--- config.mk ---
export PLATFORM = sky130hd
export DESIGN_NAME = cpu_core_mc
export DESIGN_NICKNAME = d
export VERILOG_FILES = /design/src/rtl/cpu_core_mc.sv
export SDC_FILE = /design/constraint.sdc
export NUM_CORES = 1
export LEC_CHECK = 0
export BUFFER_PORTS_ARGS = -buffer_cell sky130_fd_sc_hd__clkbuf_2
export CORE_UTILIZATION = 30
export DETAILED_ROUTE_END_ITERATION = 10
export HOLD_SLACK_MARGIN = 0.1
export PLACE_DENSITY_LB_ADDON = 0.05
export SYNTH_ARGS = -nofsm -noshare
export SYNTH_HDL_FRONTEND = slang
export SYNTH_SLANG_ARGS = --single-unit
--- constraint.sdc ---
create_clock -name clk -period 4.84 [get_ports clk]
set_input_delay 0.242 -clock clk [delete_from_list [all_inputs] [get_ports clk]]
set_output_delay 0.242 -clock clk [all_outputs]
set_load 0.05 [all_outputs]
--- src/rtl/cpu_core_mc.sv ---
`default_nettype none
// +--------------------------------------------------------------------------+
// | Module      : cpu_core_mc                                                |
// | Description : multi-cycle accumulator CPU with req/ack program and data  |
// |               memory ports; optional CPU_PERF_CNT_EN perf counters.       |
// | Revision    : 1.0                                                        |
// +--------------------------------------------------------------------------+
module cpu_core_mc #(
   parameter int DW   = 8,
   parameter int AW   = 8,
   parameter int NREG = 8
) (
   input  logic          clk,
   input  logic          rst,
   input  logic [DW-1:0] user_in,
   output logic          imem_req,
   output logic [AW-1:0] imem_addr,
   input  logic          imem_ack,
   input  logic [15:0]   imem_data,
   output logic          dmem_req,
   output logic          dmem_we,
   output logic [9:0]    dmem_addr,
   output logic [DW-1:0] dmem_wdata,
   input  logic          dmem_ack,
   input  logic [DW-1:0] dmem_rdata,
   output logic [DW-1:0] acc_out,
   output logic          flag_cy,
   output logic [AW-1:0] pc_out,
`ifdef CPU_PERF_CNT_EN
   output logic [31:0]   cyc_cnt,
   output logic [31:0]   instret,
`endif
   output logic          halted
);

   localparam int IW = (NREG > 1) ? $clog2(NREG) : 1;

   localparam logic [2:0] c_cls_alu_imm = 3'b000;
   localparam logic [2:0] c_cls_alu_reg = 3'b001;
   localparam logic [2:0] c_cls_alu_mem = 3'b010;
   localparam logic [2:0] c_cls_st_reg  = 3'b011;
   localparam logic [2:0] c_cls_st_mem  = 3'b100;
   localparam logic [2:0] c_cls_jmp     = 3'b101;
   localparam logic [2:0] c_cls_bank    = 3'b110;
   localparam logic [2:0] c_cls_halt    = 3'b111;

   typedef enum logic [1:0] {
      S_FETCH = 2'd0,
      S_EXEC  = 2'd1,
      S_MEM   = 2'd2,
      S_HALT  = 2'd3
   } state_t;

   state_t r_state, w_state_nxt;

   logic [AW-1:0]          r_pc;
   logic [DW-1:0]          r_acc;
   logic                   r_cy, r_ov;
   logic [1:0]             r_bank;
   logic [15:0]            r_ir;
   logic [9:0]             r_daddr;
   logic                   r_dwe;
   logic [DW-1:0]          r_dwdata;

   logic [2:0]             w_cls, w_fn;
   logic [IW-1:0]          w_idx;
   logic [DW-1:0]          w_imm, w_rd, w_alu_b, w_res;
   logic [DW:0]            w_sum;
   logic                   w_cy, w_ov, w_z, w_s, w_taken, w_reg_we;
   logic [AW-1:0]          w_pc_inc;
   logic [NREG-1:0][DW-1:0] w_rf;
   logic                   w_unused_ir;

   assign w_cls       = r_ir[15:13];
   assign w_fn        = r_ir[12:10];
   assign w_idx       = r_ir[IW-1:0];
   assign w_imm       = DW'(r_ir[7:0]);
   assign w_unused_ir = ^r_ir[9:8];
   assign w_pc_inc    = r_pc + AW'(1);
   assign w_z         = (r_acc == '0);
   assign w_s         = r_acc[DW-1];

   // Top register entry is the user-input port: read-only, never stored.
   assign w_rf[NREG-1] = user_in;
   assign w_rd         = w_rf[w_idx];
   assign w_reg_we     = (r_state == S_EXEC) && (w_cls == c_cls_st_reg);

   genvar gi;
   generate
      for (gi = 0; gi < NREG-1; gi++) begin : g_reg
         logic [DW-1:0] r_q;
         always_ff @(posedge clk) begin
            if (rst)
               r_q <= '0;
            else if (w_reg_we && (w_idx == IW'(gi)))
               r_q <= r_acc;
         end
         assign w_rf[gi] = r_q;
      end
   endgenerate

   always_comb begin
      if (r_state == S_MEM)
         w_alu_b = dmem_rdata;
      else if (w_cls == c_cls_alu_imm)
         w_alu_b = w_imm;
      else
         w_alu_b = w_rd;
   end

   always_comb begin
      w_sum = '0;
      w_res = r_acc;
      w_cy  = r_cy;
      w_ov  = r_ov;
      case (w_fn)
         3'b000: w_res = w_alu_b;
         3'b001: begin
            w_sum = {1'b0, r_acc} + {1'b0, w_alu_b};
            w_res = w_sum[DW-1:0];
            w_cy  = w_sum[DW];
            w_ov  = (r_acc[DW-1] == w_alu_b[DW-1]) && (w_res[DW-1] != r_acc[DW-1]);
         end
         3'b010: begin
            w_sum = {1'b0, r_acc} + {1'b0, w_alu_b} + {{DW{1'b0}}, r_cy};
            w_res = w_sum[DW-1:0];
            w_cy  = w_sum[DW];
            w_ov  = (r_acc[DW-1] == w_alu_b[DW-1]) && (w_res[DW-1] != r_acc[DW-1]);
         end
         3'b011: begin
            // Bit DW of the widened difference is the borrow.
            w_sum = {1'b0, r_acc} - {1'b0, w_alu_b};
            w_res = w_sum[DW-1:0];
            w_cy  = w_sum[DW];
            w_ov  = (r_acc[DW-1] != w_alu_b[DW-1]) && (w_res[DW-1] != r_acc[DW-1]);
         end
         3'b100: w_res = r_acc & w_alu_b;
         3'b101: w_res = r_acc | w_alu_b;
         3'b110: w_res = r_acc ^ w_alu_b;
         default: w_res = ~w_alu_b;
      endcase
   end

   always_comb begin
      case (w_fn)
         3'b000: w_taken = 1'b1;
         3'b001: w_taken = w_z;
         3'b010: w_taken = !w_z;
         3'b011: w_taken = w_s;
         3'b100: w_taken = !w_s;
         3'b101: w_taken = r_ov;
         3'b110: w_taken = r_cy;
         default: w_taken = !r_cy;
      endcase
   end

   always_ff @(posedge clk) begin
      if (rst)
         r_state <= S_FETCH;
      else
         r_state <= w_state_nxt;
   end

   always_comb begin
      w_state_nxt = r_state;
      imem_req    = 1'b0;
      dmem_req    = 1'b0;
      case (r_state)
         S_FETCH: begin
            imem_req = !rst;
            if (imem_ack)
               w_state_nxt = S_EXEC;
         end
         S_EXEC: begin
            if (w_cls == c_cls_halt)
               w_state_nxt = S_HALT;
            else if ((w_cls == c_cls_alu_mem) || (w_cls == c_cls_st_mem))
               w_state_nxt = S_MEM;
            else
               w_state_nxt = S_FETCH;
         end
         S_MEM: begin
            dmem_req = !rst;
            if (dmem_ack)
               w_state_nxt = S_FETCH;
         end
         default: w_state_nxt = S_HALT;
      endcase
   end

   always_ff @(posedge clk) begin
      if (rst) begin
         r_pc     <= '0;
         r_acc    <= '0;
         r_cy     <= 1'b0;
         r_ov     <= 1'b0;
         r_bank   <= 2'b00;
         r_ir     <= '0;
         r_daddr  <= '0;
         r_dwe    <= 1'b0;
         r_dwdata <= '0;
      end else begin
         case (r_state)
            S_FETCH: if (imem_ack) r_ir <= imem_data;
            S_EXEC: begin
               case (w_cls)
                  c_cls_alu_imm, c_cls_alu_reg: begin
                     r_acc <= w_res;
                     r_cy  <= w_cy;
                     r_ov  <= w_ov;
                     r_pc  <= w_pc_inc;
                  end
                  c_cls_st_reg: r_pc <= w_pc_inc;
                  c_cls_jmp:    r_pc <= w_taken ? r_ir[AW-1:0] : w_pc_inc;
                  c_cls_bank: begin
                     r_bank <= r_ir[1:0];
                     r_pc   <= w_pc_inc;
                  end
                  c_cls_alu_mem, c_cls_st_mem: begin
                     r_daddr  <= {r_bank, w_rd[7:0]};
                     r_dwe    <= (w_cls == c_cls_st_mem);
                     r_dwdata <= r_acc;
                  end
                  default: ;
               endcase
            end
            S_MEM: begin
               if (dmem_ack) begin
                  if (!r_dwe) begin
                     r_acc <= w_res;
                     r_cy  <= w_cy;
                     r_ov  <= w_ov;
                  end
                  r_pc <= w_pc_inc;
               end
            end
            default: ;
         endcase
      end
   end

   assign imem_addr  = r_pc;
   assign dmem_addr  = r_daddr;
   assign dmem_we    = r_dwe;
   assign dmem_wdata = r_dwdata;
   assign acc_out    = r_acc;
   assign flag_cy    = r_cy;
   assign pc_out     = r_pc;
   assign halted     = (r_state == S_HALT);

`ifdef CPU_PERF_CNT_EN
   logic [31:0] r_cyc_cnt, r_instret;
   logic        w_retire;

   assign w_retire = ((r_state == S_EXEC) && (w_cls != c_cls_alu_mem) &&
                      (w_cls != c_cls_st_mem) && (w_cls != c_cls_halt)) ||
                     ((r_state == S_MEM) && dmem_ack);

   always_ff @(posedge clk) begin
      if (rst) begin
         r_cyc_cnt <= '0;
         r_instret <= '0;
      end else begin
         if (r_state != S_HALT)
            r_cyc_cnt <= r_cyc_cnt + 32'd1;
         if (w_retire)
            r_instret <= r_instret + 32'd1;
      end
   end

   assign cyc_cnt = r_cyc_cnt;
   assign instret = r_instret;
`endif

endmodule
`default_nettype wire

==> qor.yml <==
cp_top_family: "compound AO/OA/AOI/OAI gates"
crit_path_start_kind: "register"
start_util_pct: 30.8
clock-sinks: 111
grt_first_pass_wirelength_mm: 34.5
power_density_nw_per_um2: 516
vias: 6104
grt_setup_unrepaired: "false"
gr-total-overflow: 0
cellLeakagePower_nw: 2.96
final_common_cell: "nor2_1"
tns_ns: 0
synthArstFlopShare_pct: 0
gp_congestion: 0.831
cts_setup_buffers: 0
final_hold_viol_count: 0
drt_iter0_drc: 446
avgSynthCellArea_um2: 8.21
syn_nets: 895
synth_top_area_share_pct: 32.9
ys_warn_count: 0
netlist_area_um2: 6760
antenna_found_initial: 0
root_buffer: "clkbuf_16"
worst_pin_slew_ns: 1.10
crit_arrival_ns: 4.54
synthCells: 824
ys.flop_type: "dfxtp_1"
clock_latency_ns: 0.36
endpoint_kind: "register"
numCtsBuffers: 9
drt-total-wl_mm: 22.1
io_buffer_count: 80
clockBufferDepth: 2
antenna_left: 0
slew_headroom_pct: 26.5
dp_hpwl_mm: 16.5
cp_slowest_cell: "dfxtp_1"
vdd_drop_max_v: 0.000173
period_share_pct: 89.2
status: "finished, violations left"
synth_edf_count: 0
grt_pass1_vias: 5964
stdcell_count: 1154
r2r_setup_slack_ns: 0.52
drive_above_1_share_pct: 17.3
num_rows: 54
violations: "design-rule violations"
cp_cell_sequence: "buf_4, mux4_2, mux2i_1, nand2_1, o21ai_0, o21ai_1, inv_1, ha_1, and2_1, a221oi_1, o31ai_1, a311o_1, nand3_1, xor2_1, o22ai_1"
postCtsHoldBufs: 3
cp_max_fo: 13
fin_total_pwr_w: 0.00396
min_path_type: "in2reg"
period_minus_slack_ns: 4.32
wire_per_inst_um: 19.2
cp.buffers_inverters: 2
max_stage_delay_ns: 0.55
required_ns: 5.07
synth_top_area_cell: "dfxtp_1"
num-fill-cells: 2318
grt_start_max_net_pins: 61
cts_tree: "done"
synth.top_cells.by_area: "dfxtp_1 33%, nor2_1 7.7%, mux2i_1 7.4%, ha_1 6.1%, a21oi_1 5.8%"
max_freq_ghz: 0.232
fin_skew_ns: 0.00778
ys_types: 60
finalNetCount: 941
setup_viol: 0
die_area_um2: 23100
drv_cap: 0
die-height_um: 152
groute.usage.overall_pct: 19.3
dp_cells: 1136
num_io_pins: 83
drv_slew: 0
setup.worst_path.class: "reg2reg"
via_per_inst: 5.29
coreArea_um2: 22000
drt-pass1-iter-count: 8
hold_ws_ns: 0.114
ys_seq_area_share_pct: 32.9
clk_pin_slew_ns: 0.08
area_growth_pct: 13.4
htree_levels: 3
die_w_um: 152
antenna_cells: 0
final_cell_mix: "138 x nor2_1, 111 x dfxtp_1, 79 x a21oi_1, 79 x clkbuf_2, 70 x nand2_1"
ys_seq_elements: 111
post_cts_resized: 0
drc_errors: 16
[synthesized netlist by cell type (all sizes together), types with 5 or more instances]
library cell and number:
nor2b 14, clkbuf 45, mux4 15, nor2 139, and3 9, a22oi 10
a221o 5, nand2 70, dfxtp 111, a211oi 15, ha 33, o21ai 30
buf 25, a31oi 7, xnor2 9, nor3 11, nand3 10, a211o 5
o31ai 5, o22ai 5, a21oi 80, mux2i 50, nand4 5, xor2 8
a221oi 9, mux2 10, nor3b 8, inv 30
[state kept, by name, indices dropped and copies added (netlist names)]
name and flops:
r_ir 14, dmem_addr 10, g.r_q 56, r_bank 2, flag_cy 1, dmem_wdata 8, r_ov 1, imem_addr 8
dmem_we 1, r_state 2, acc_out 8
[report_power, final]
part | total (W) | leakage, nW | switching (W) | internal [W]
Combinational | 0.00208 | 1.93 | 0.00133 | 0.000743
Clock | 0.000735 | 0.137 | 0.000378 | 0.000357
Sequential | 0.00115 | 0.898 | 0.000165 | 0.000982
[per-stage QoR]
stage | instance area, µm² | utilization [%] | setup WS, ns
2_1_floorplan | 6760 | - | 1.27
3_3_place_gp | 7360 | 33.5 | 0.578
3_5_place_dp | 7360 | 33.5 | 0.519
4_1_cts | 7670 | 34.9 | 0.485
5_1_grt | 7670 | 34.9 | 0.177
6_report | 7670 | 34.9 | 0.522
[cell type report]
class	count	area [µm²]	share of cell area (%)
inverter	32	120	1.57
timing repair buffer	105	598	7.80
tap	280	350	4.57
multi-input combinational	611	4100	53.4
clock buffer	9	225	2.94
clock inverter	6	57.6	0.750
sequential	111	2220	29.0
[worst min-delay path, delay by kind of cell]
family                 cells  cell delay (ns)
AND/OR/NAND/NOR            1             0.05
buffers and inverters      1             0.08
AO/OA/AOI/OAI              1             0.06
[logic make-up after synthesis]
| kind of cell | after synthesis | synth area share, % |
|---|---|---|
| mux | 75 | 14.1 |
| simple gates | 288 | 18.8 |
| buf+inv | 102 | 6.55 |
| flops | 111 | 32.9 |
| compound gates | 195 | 18.4 |
| fa+ha+maj | 35 | 6.70 |
| xor+xnor | 18 | 2.54 |
[routing by layer]
| metal | part of all wire, % | vias to the layer above | GRT usage, % |
|---|---|---|---|
| li1 | - | 2976 | - |
| met1 | 47 | 2955 | 26.0 |
| met5 | 0 | - | 0 |
| met2 | 47 | 151 | 32.0 |
| met3 | 4.3 | 22 | 3.02 |
| met4 | 1.5 | 0 | 5.20 |
[worst paths after layout]
path | startpoint | endpoint | cells after the start
worst max register to register | r_ir[1]$_SDFFE_PP0P_ | flag_cy$_SDFFE_PP0P_ | 15
worst min-delay path | imem_data[11] | r_ir[11]$_SDFFE_PP0P_ | 3
worst max-delay path | r_ir[1]$_SDFFE_PP0P_ | flag_cy$_SDFFE_PP0P_ | 15
worst min register to register | dmem_wdata[5]$_SDFFE_PP0P_ | dmem_wdata[5]$_SDFFE_PP0P_ | 2
(Power assumes the default switching activity.)
